$ cat config.mk
export PLATFORM = sky130hd
export DESIGN_NAME = router_pkt_reg
export DESIGN_NICKNAME = d
export VERILOG_FILES = /design/src/rtl/router_pkg.sv /design/src/rtl/router_hold_buf.sv /design/src/rtl/router_pkt_reg.sv
export SDC_FILE = /design/constraint.sdc
export NUM_CORES = 1
export LEC_CHECK = 0
export BUFFER_PORTS_ARGS = -buffer_cell sky130_fd_sc_hd__buf_2
export CORE_MARGIN = 2
export CORE_UTILIZATION = 25
export DETAILED_ROUTE_END_ITERATION = 7
export PLACE_DENSITY = 0.45
export SYNTH_ARGS = -nofsm -noshare
export SYNTH_HDL_FRONTEND = slang
export SYNTH_SLANG_ARGS = --single-unit
$ cat constraint.sdc
create_clock -name clock -period 1.6 [get_ports clock]
set_input_delay 0.32 -clock clock [delete_from_list [all_inputs] [get_ports clock]]
set_output_delay 0.32 -clock clock [all_outputs]
set_load 0.03 [all_outputs]
$ cat src/rtl/router_pkg.sv
// router_pkg: parity-mode encodings and parity combine helper.
// Shared by the router packet datapath files.
package router_pkg;

  localparam int PAR_XOR = 0;
  localparam int PAR_SUM = 1;

  // Callers zero-extend their operands and truncate the result
  // back to their own width, so SUM ends up modulo 2^width.
  function automatic logic [31:0] par_combine(
    input int          mode,
    input logic [31:0] acc,
    input logic [31:0] din
  );
    if (mode == PAR_SUM) return acc + din;
    return acc ^ din;
  endfunction

endpackage

$ cat src/rtl/router_hold_buf.sv
// router_hold_buf: circular byte buffer for bytes held while the FIFO is full.
// Ports: clock, resetn, i_push/i_pop/i_din in; o_dout (oldest), o_cnt, o_full, o_empty out.
module router_hold_buf #(
  parameter int DATA_W = 8,
  parameter int DEPTH  = 2
) (
  input  logic                     clock,
  input  logic                     resetn,
  input  logic                     i_push,
  input  logic                     i_pop,
  input  logic [DATA_W-1:0]        i_din,
  output logic [DATA_W-1:0]        o_dout,
  output logic [$clog2(DEPTH):0]   o_cnt,
  output logic                     o_full,
  output logic                     o_empty
);

  localparam int PW = $clog2(DEPTH);
  localparam int CW = PW + 1;

  logic [DATA_W-1:0] r_mem [DEPTH];
  logic [PW-1:0]     r_wr;
  logic [PW-1:0]     r_rd;
  logic [CW-1:0]     r_cnt;
  logic              w_push;
  logic              w_pop;

  assign o_empty = (r_cnt == '0);
  assign o_full  = (r_cnt == CW'(DEPTH));
  assign w_pop   = i_pop & ~o_empty;
  // A full buffer may still take a byte when one leaves the same cycle.
  assign w_push  = i_push & (~o_full | w_pop);
  assign o_dout  = r_mem[r_rd];
  assign o_cnt   = r_cnt;

  always_ff @(posedge clock) begin
    if (w_push) r_mem[r_wr] <= i_din;
  end

  always_ff @(posedge clock or negedge resetn) begin
    if (!resetn) begin
      r_wr  <= '0;
      r_rd  <= '0;
      r_cnt <= '0;
    end else begin
      if (w_push) r_wr <= r_wr + PW'(1);
      if (w_pop)  r_rd <= r_rd + PW'(1);
      case ({w_push, w_pop})
        2'b10:   r_cnt <= r_cnt + CW'(1);
        2'b01:   r_cnt <= r_cnt - CW'(1);
        default: r_cnt <= r_cnt;
      endcase
    end
  end

endmodule

$ cat src/rtl/router_pkt_reg.sv
// router_pkt_reg: router packet register -- header capture, FIFO byte path with hold buffer, parity check.
// Ports: controller strobes + data_in in; dout/dout_valid, parity flags, hold status, err_cnt out.
module router_pkt_reg
  import router_pkg::*;
#(
  parameter int DATA_W     = 8,
  parameter int ADDR_W     = 2,
  parameter int HOLD_DEPTH = 2,
  parameter int PAR_MODE   = PAR_XOR
) (
  input  logic                          clock,
  input  logic                          resetn,
  input  logic                          pkt_valid,
  input  logic                          fifo_full,
  input  logic                          rst_int_reg,
  input  logic                          detect_add,
  input  logic                          lfd_state,
  input  logic                          ld_state,
  input  logic                          laf_state,
  input  logic                          full_state,
  input  logic [DATA_W-1:0]             data_in,
  output logic [DATA_W-1:0]             dout,
  output logic                          dout_valid,
  output logic                          parity_done,
  output logic                          low_pkt_valid,
  output logic                          err,
  output logic [$clog2(HOLD_DEPTH):0]   hold_cnt,
  output logic                          hold_full,
  output logic                          hold_ovf,
  output logic [7:0]                    err_cnt
);

  localparam int CW = $clog2(HOLD_DEPTH) + 1;

  logic [DATA_W-1:0] r_dout;
  logic              r_dout_valid;
  logic [DATA_W-1:0] r_header;
  logic [DATA_W-1:0] r_int_par;
  logic [DATA_W-1:0] r_pkt_par;
  logic              r_parity_done;
  logic              r_pd_d;
  logic              r_low_pkt_valid;
  logic              r_err;
  logic              r_hold_ovf;
  logic [7:0]        r_err_cnt;

  logic              w_addr_bad;
  logic              w_det_clr;
  logic              w_hdr_ld;
  logic              w_ld_wr;
  logic              w_laf_pop;
  logic              w_push;
  logic              w_pop;
  logic              w_drop;
  logic              w_pd_set;
  logic              w_pd_rise;
  logic              w_err_nxt;
  logic [DATA_W-1:0] w_hb_dout;
  logic [CW-1:0]     w_hb_cnt;
  logic              w_hb_full;
  logic              w_hb_empty;

  // A header with the reserved address is ignored outright.
  assign w_addr_bad = &data_in[ADDR_W-1:0];
  assign w_det_clr  = detect_add & ~(pkt_valid & w_addr_bad);
  assign w_hdr_ld   = detect_add & pkt_valid & ~w_addr_bad;

  assign w_ld_wr    = ld_state & ~fifo_full;
  assign w_laf_pop  = laf_state & ~fifo_full & ~w_hb_empty;
  // While bytes are held, new bytes queue behind them to keep order.
  assign w_push     = ld_state & (fifo_full ? ~w_hb_full : ~w_hb_empty);
  assign w_pop      = (w_ld_wr & ~w_hb_empty) | w_laf_pop;
  assign w_drop     = ld_state & fifo_full & w_hb_full;

  assign w_pd_set   = (w_ld_wr & w_hb_empty & ~pkt_valid)
                    | (w_laf_pop & (w_hb_cnt == CW'(1)) & r_low_pkt_valid);
  assign w_pd_rise  = r_parity_done & ~r_pd_d;

  always_comb begin
    w_err_nxt = r_err;
    if (w_det_clr)      w_err_nxt = 1'b0;
    else if (w_pd_rise) w_err_nxt = (r_pkt_par != r_int_par);
  end

  router_hold_buf #(
    .DATA_W (DATA_W),
    .DEPTH  (HOLD_DEPTH)
  ) u_hold (
    .clock   (clock),
    .resetn  (resetn),
    .i_push  (w_push),
    .i_pop   (w_pop),
    .i_din   (data_in),
    .o_dout  (w_hb_dout),
    .o_cnt   (w_hb_cnt),
    .o_full  (w_hb_full),
    .o_empty (w_hb_empty)
  );

  always_ff @(posedge clock or negedge resetn) begin
    if (!resetn) begin
      r_dout          <= '0;
      r_dout_valid    <= 1'b0;
      r_header        <= '0;
      r_int_par       <= '0;
      r_pkt_par       <= '0;
      r_parity_done   <= 1'b0;
      r_pd_d          <= 1'b0;
      r_low_pkt_valid <= 1'b0;
      r_err           <= 1'b0;
      r_hold_ovf      <= 1'b0;
      r_err_cnt       <= '0;
    end else begin
      r_dout_valid <= 1'b0;
      if (lfd_state) begin
        r_dout       <= r_header;
        r_dout_valid <= 1'b1;
      end else if (w_ld_wr) begin
        r_dout       <= w_hb_empty ? data_in : w_hb_dout;
        r_dout_valid <= 1'b1;
      end else if (w_laf_pop) begin
        r_dout       <= w_hb_dout;
        r_dout_valid <= 1'b1;
      end

      if (w_hdr_ld) r_header <= data_in;

      // Dropped bytes still count toward the running parity.
      if (w_det_clr)
        r_int_par <= '0;
      else if (lfd_state)
        r_int_par <= DATA_W'(par_combine(PAR_MODE, 32'(r_int_par), 32'(r_header)));
      else if (ld_state & pkt_valid & ~full_state)
        r_int_par <= DATA_W'(par_combine(PAR_MODE, 32'(r_int_par), 32'(data_in)));

      if (w_det_clr)                 r_pkt_par <= '0;
      else if (ld_state & ~pkt_valid) r_pkt_par <= data_in;

      if (rst_int_reg)               r_low_pkt_valid <= 1'b0;
      else if (ld_state & ~pkt_valid) r_low_pkt_valid <= 1'b1;

      if (w_pd_set)       r_parity_done <= 1'b1;
      else if (w_det_clr) r_parity_done <= 1'b0;
      r_pd_d <= r_parity_done;

      r_err <= w_err_nxt;
      if (w_err_nxt & ~r_err & (r_err_cnt != 8'hFF))
        r_err_cnt <= r_err_cnt + 8'd1;

      if (w_drop)         r_hold_ovf <= 1'b1;
      else if (w_det_clr) r_hold_ovf <= 1'b0;
    end
  end

  assign dout          = r_dout;
  assign dout_valid    = r_dout_valid;
  assign parity_done   = r_parity_done;
  assign low_pkt_valid = r_low_pkt_valid;
  assign err           = r_err;
  assign hold_cnt      = w_hb_cnt;
  assign hold_full     = w_hb_full;
  assign hold_ovf      = r_hold_ovf;
  assign err_cnt       = r_err_cnt;

endmodule

==> impl_results.md <==
- Status: finished, final reports clean
- Initial antenna violation count: 0
- Slew at the pin closest to its max-slew limit: 681.2 ps
- R2r worst-path depth: 6
- GRT Max-Usage Layer: met2
- Fillers: 1,216
- Critical setup path kind: reg -> reg
- Met3 Resource Use GR: around 2.4%
- Met1 global-route usage: about 16%
- GR Util met2: 18.24%
- F_max: 634.2 MHz
- Maxcap violations: 0
- Worst setup EP type: flop
- Hold Path Depth: 2
- Synth-to-Final Area Change: 35.69%
- Pin count of the biggest net entering global routing: 32
- Detailed placement HPWL: 5.021 mm
- Synthesized net count: between 200 and 300
- DRC: 0
- Initial Util: 25.63%
- Worst skew pair latency: around 330 ps
- Startpoint Class: flop
- Pre-CTS setup slack: -70.36 ps
- Placed cell area: 3706 sq um
- Die area: 13,220 sq um
- Clk slew on worst S/H paths: 60 ps
- CTS tree: yes
- Seq/Total Area, Yosys: 56.26%
- RSZ-0062 raised after global routing: yes
- TNS Setup: 0 ps
- Layout cell share with drive strength beyond 1: 34.87%
- Final layout net count: 365
- Setup Skew: 5.754 ps
- Synthesis Warnings: 0
- Setup ws final: between 20 and 25 ps
- Ant diodes: 0
- Post-synthesis cell area: roughly 3100 sq um
- # IOs: 42
- Peak supply drop: 0.0004367 V
- DR pass1 iterations: 5
- Routed wire length: between 7 and 8 mm
- Critical path arrival: 1790 ps
- Pwr dens: roughly 1600 nW/um^2
- Hold WS: 135.4 ps
- Tot Pwr: 0.006561 W
- Antenna Nets Post-Route: 0
- Routed wire per std cell: 14.52 um
- Port bufs: 41
- Die Wd: between 100 and 150 um
- Post-route minimum period: 1577 ps
- # setup viols final: 0
- Sink Count: between 60 and 70
- Worst path cell trace: xnor2_1 > nand4_1 > nor3_4 > buf_6 > nor2_4 > mux2_4
- Chip height: about 110 um
- Final Cycle Share: 98.55%
- Total grt overflow: 0
- Drt via density: 4.534
- Vias in the first global route: 2,253
- Avg Inst Size Synth: approximately 11 sq um
- Crit-path max FO: 5
- Yosys cell types: 46
- Worst hold path type: in -> reg
- CP required: 1810 ps
- Vias: 2,240
- Leak Pwr: 1.786 nW
- GP Congestion: 0.7383
- Synth Flop Type: dfrtp_1
- Clock Tree Buf Depth: 2
- GRT Overall Usage: 11.67%
- Final hold viol count: 0
- H-tree depth: 3
- Rel. slew slack: 54.49%
- Slowest cell on crit path: dfrtp_1
- Slew Viols, Final: 0
- Post-synth EDFFs: 16
- Core Region: approximately 12,000 sq um
- DR iter-0 viols: 90
- Syn Inst Count: 274
- First-pass GRT wire length: 11.84 mm
- Yosys reg bits: 66
- Final instance area: 4177 sq um
- Row Count: 40
- Slowest stage delay, CP: 400 ps
- CTS root buf: clkbuf_16
- Post-synth ARST share: roughly 76%
- TritonCTS buffer count: 9
[report_power, final]
group          internal (W)  total, W  switching, W
logic              0.000872   0.00191       0.00104
registers           0.00211   0.00241      0.000300
clock network       0.00151   0.00224      0.000724
[synth_stat cells (all sizes together) (5+ instances only)]
master / count / area [sq um]
xor2: 6 / 52.55
or3: 6 / 38.79
mux2i: 16 / 160.2
edfxtp: 16 / 480.5
nand2: 27 / 101.4
a21oi: 29 / 145.1
dfrtp: 50 / 1251
buf: 8 / 51.30
nor2: 31 / 118.9
mux2: 8 / 93.83
xnor2: 13 / 113.9
ha: 5 / 62.56
a211oi: 6 / 45.04
o21ai: 7 / 35.03
[worst max-delay path, delay by kind of cell, from the launching register on]
family	cells	cell delay (ps)
xor+xnor	1	180
buf+inv	1	150
flops	1	400
mux	1	290
simple gates	3	440
[flip-flops by register name, summed over array words and instances (netlist names)]
signal	cells
u_hold.r_mem	16
dout	8
err_cnt	8
r_header	8
r_int_par	8
r_pkt_par	8
u_hold.o_cnt	2
dout_valid	1
err	1
hold_ovf	1
low_pkt_valid	1
parity_done	1
r_pd_d	1
u_hold.r_rd	1
u_hold.r_wr	1
[cells in the final DEF (no fill, tap or decap), types with 2 or more instances in the layout]
| master | netlist | routed |
|---|---|---|
| nand4_1 | 3 | 3 |
| xnor2_1 | 13 | 12 |
| inv_1 | 4 | 2 |
| bufinv_16 | 0 | 3 |
| or3_1 | 5 | 5 |
| buf_12 | 0 | 4 |
| o21ai_1 | 6 | 7 |
| clkbuf_16 | 0 | 9 |
| mux2_4 | 1 | 2 |
| nor3b_2 | 0 | 2 |
| a211oi_1 | 6 | 6 |
| nor2_1 | 30 | 29 |
| nand3_4 | 0 | 2 |
| dfrtp_1 | 50 | 45 |
| a21oi_1 | 29 | 29 |
| dfrtp_2 | 0 | 5 |
| buf_2 | 2 | 41 |
| clkinv_1 | 0 | 2 |
| nand2_1 | 27 | 26 |
| mux2i_1 | 16 | 15 |
| xor2_1 | 6 | 6 |
| nor2b_1 | 3 | 2 |
| and3_1 | 4 | 2 |
| edfxtp_1 | 16 | 16 |
| buf_6 | 0 | 3 |
| ha_4 | 0 | 4 |
| nand2b_1 | 3 | 3 |
| a31oi_1 | 2 | 2 |
| mux2_2 | 6 | 6 |
| nor2_4 | 0 | 2 |
| buf_4 | 5 | 20 |
| a211o_1 | 2 | 2 |
[kinds of logic after synthesis]
family	synth area share, %
flip-flops	56.26
multiplexers	8.252
adder cells (fa/ha/maj)	2.033
AND/OR/NAND/NOR	15.28
buffers and inverters	2.683
AO/OA/AOI/OAI	10.08
XOR/XNOR	5.407
[metal layers]
layer	share of wire, %	wire (um)
met1	48	3429
met3	2.9	206
met5	0	0
met4	1.6	116
met2	48	3418
[path summary, 6_finish.rpt]
path,slack (ps),to,start
worst min-delay path,140,low_pkt_valid,rst_int_reg
min in group asynchronous,500,low_pkt_valid,resetn
worst max register to register,20,err_cnt[1],r_pkt_par[6]
worst min register to register,490,hold_ovf,hold_ovf
worst max-delay path,20,err_cnt[1],r_pkt_par[6]
max in group asynchronous,540,r_header[7],resetn
[repair_timing]
action / CTS / global route
pin swaps: 1 / 8
hold endpoints to repair: 19 / 0
gates resized for setup: 0 / 15
hold buffers: 1 / 0
buffers inserted: 2 / 4
endpoints found under the setup margin: 6 / 15
[layout make-up]
cell class                 instances  area, sq um  area share, %
multi-input combinational        192         1424          34.09
sequential                        66         1738          41.61
inverter                           4        17.52         0.4194
tap                              147        183.9          4.404
timing repair buffer              69        479.2          11.47
clock inverter                     6        105.1          2.516
clock buffer                      10        229.0          5.482
[stage by stage]
step / instances / utilization, %
after CTS: 490 / 33.84
after floorplan: 274 / -
after global routing: 494 / 34.77
final: 494 / 34.77
after global placement: 471 / 30.85
after detailed placement: 471 / 30.85
No activity file was read; power rests on OpenSTA's default activity.
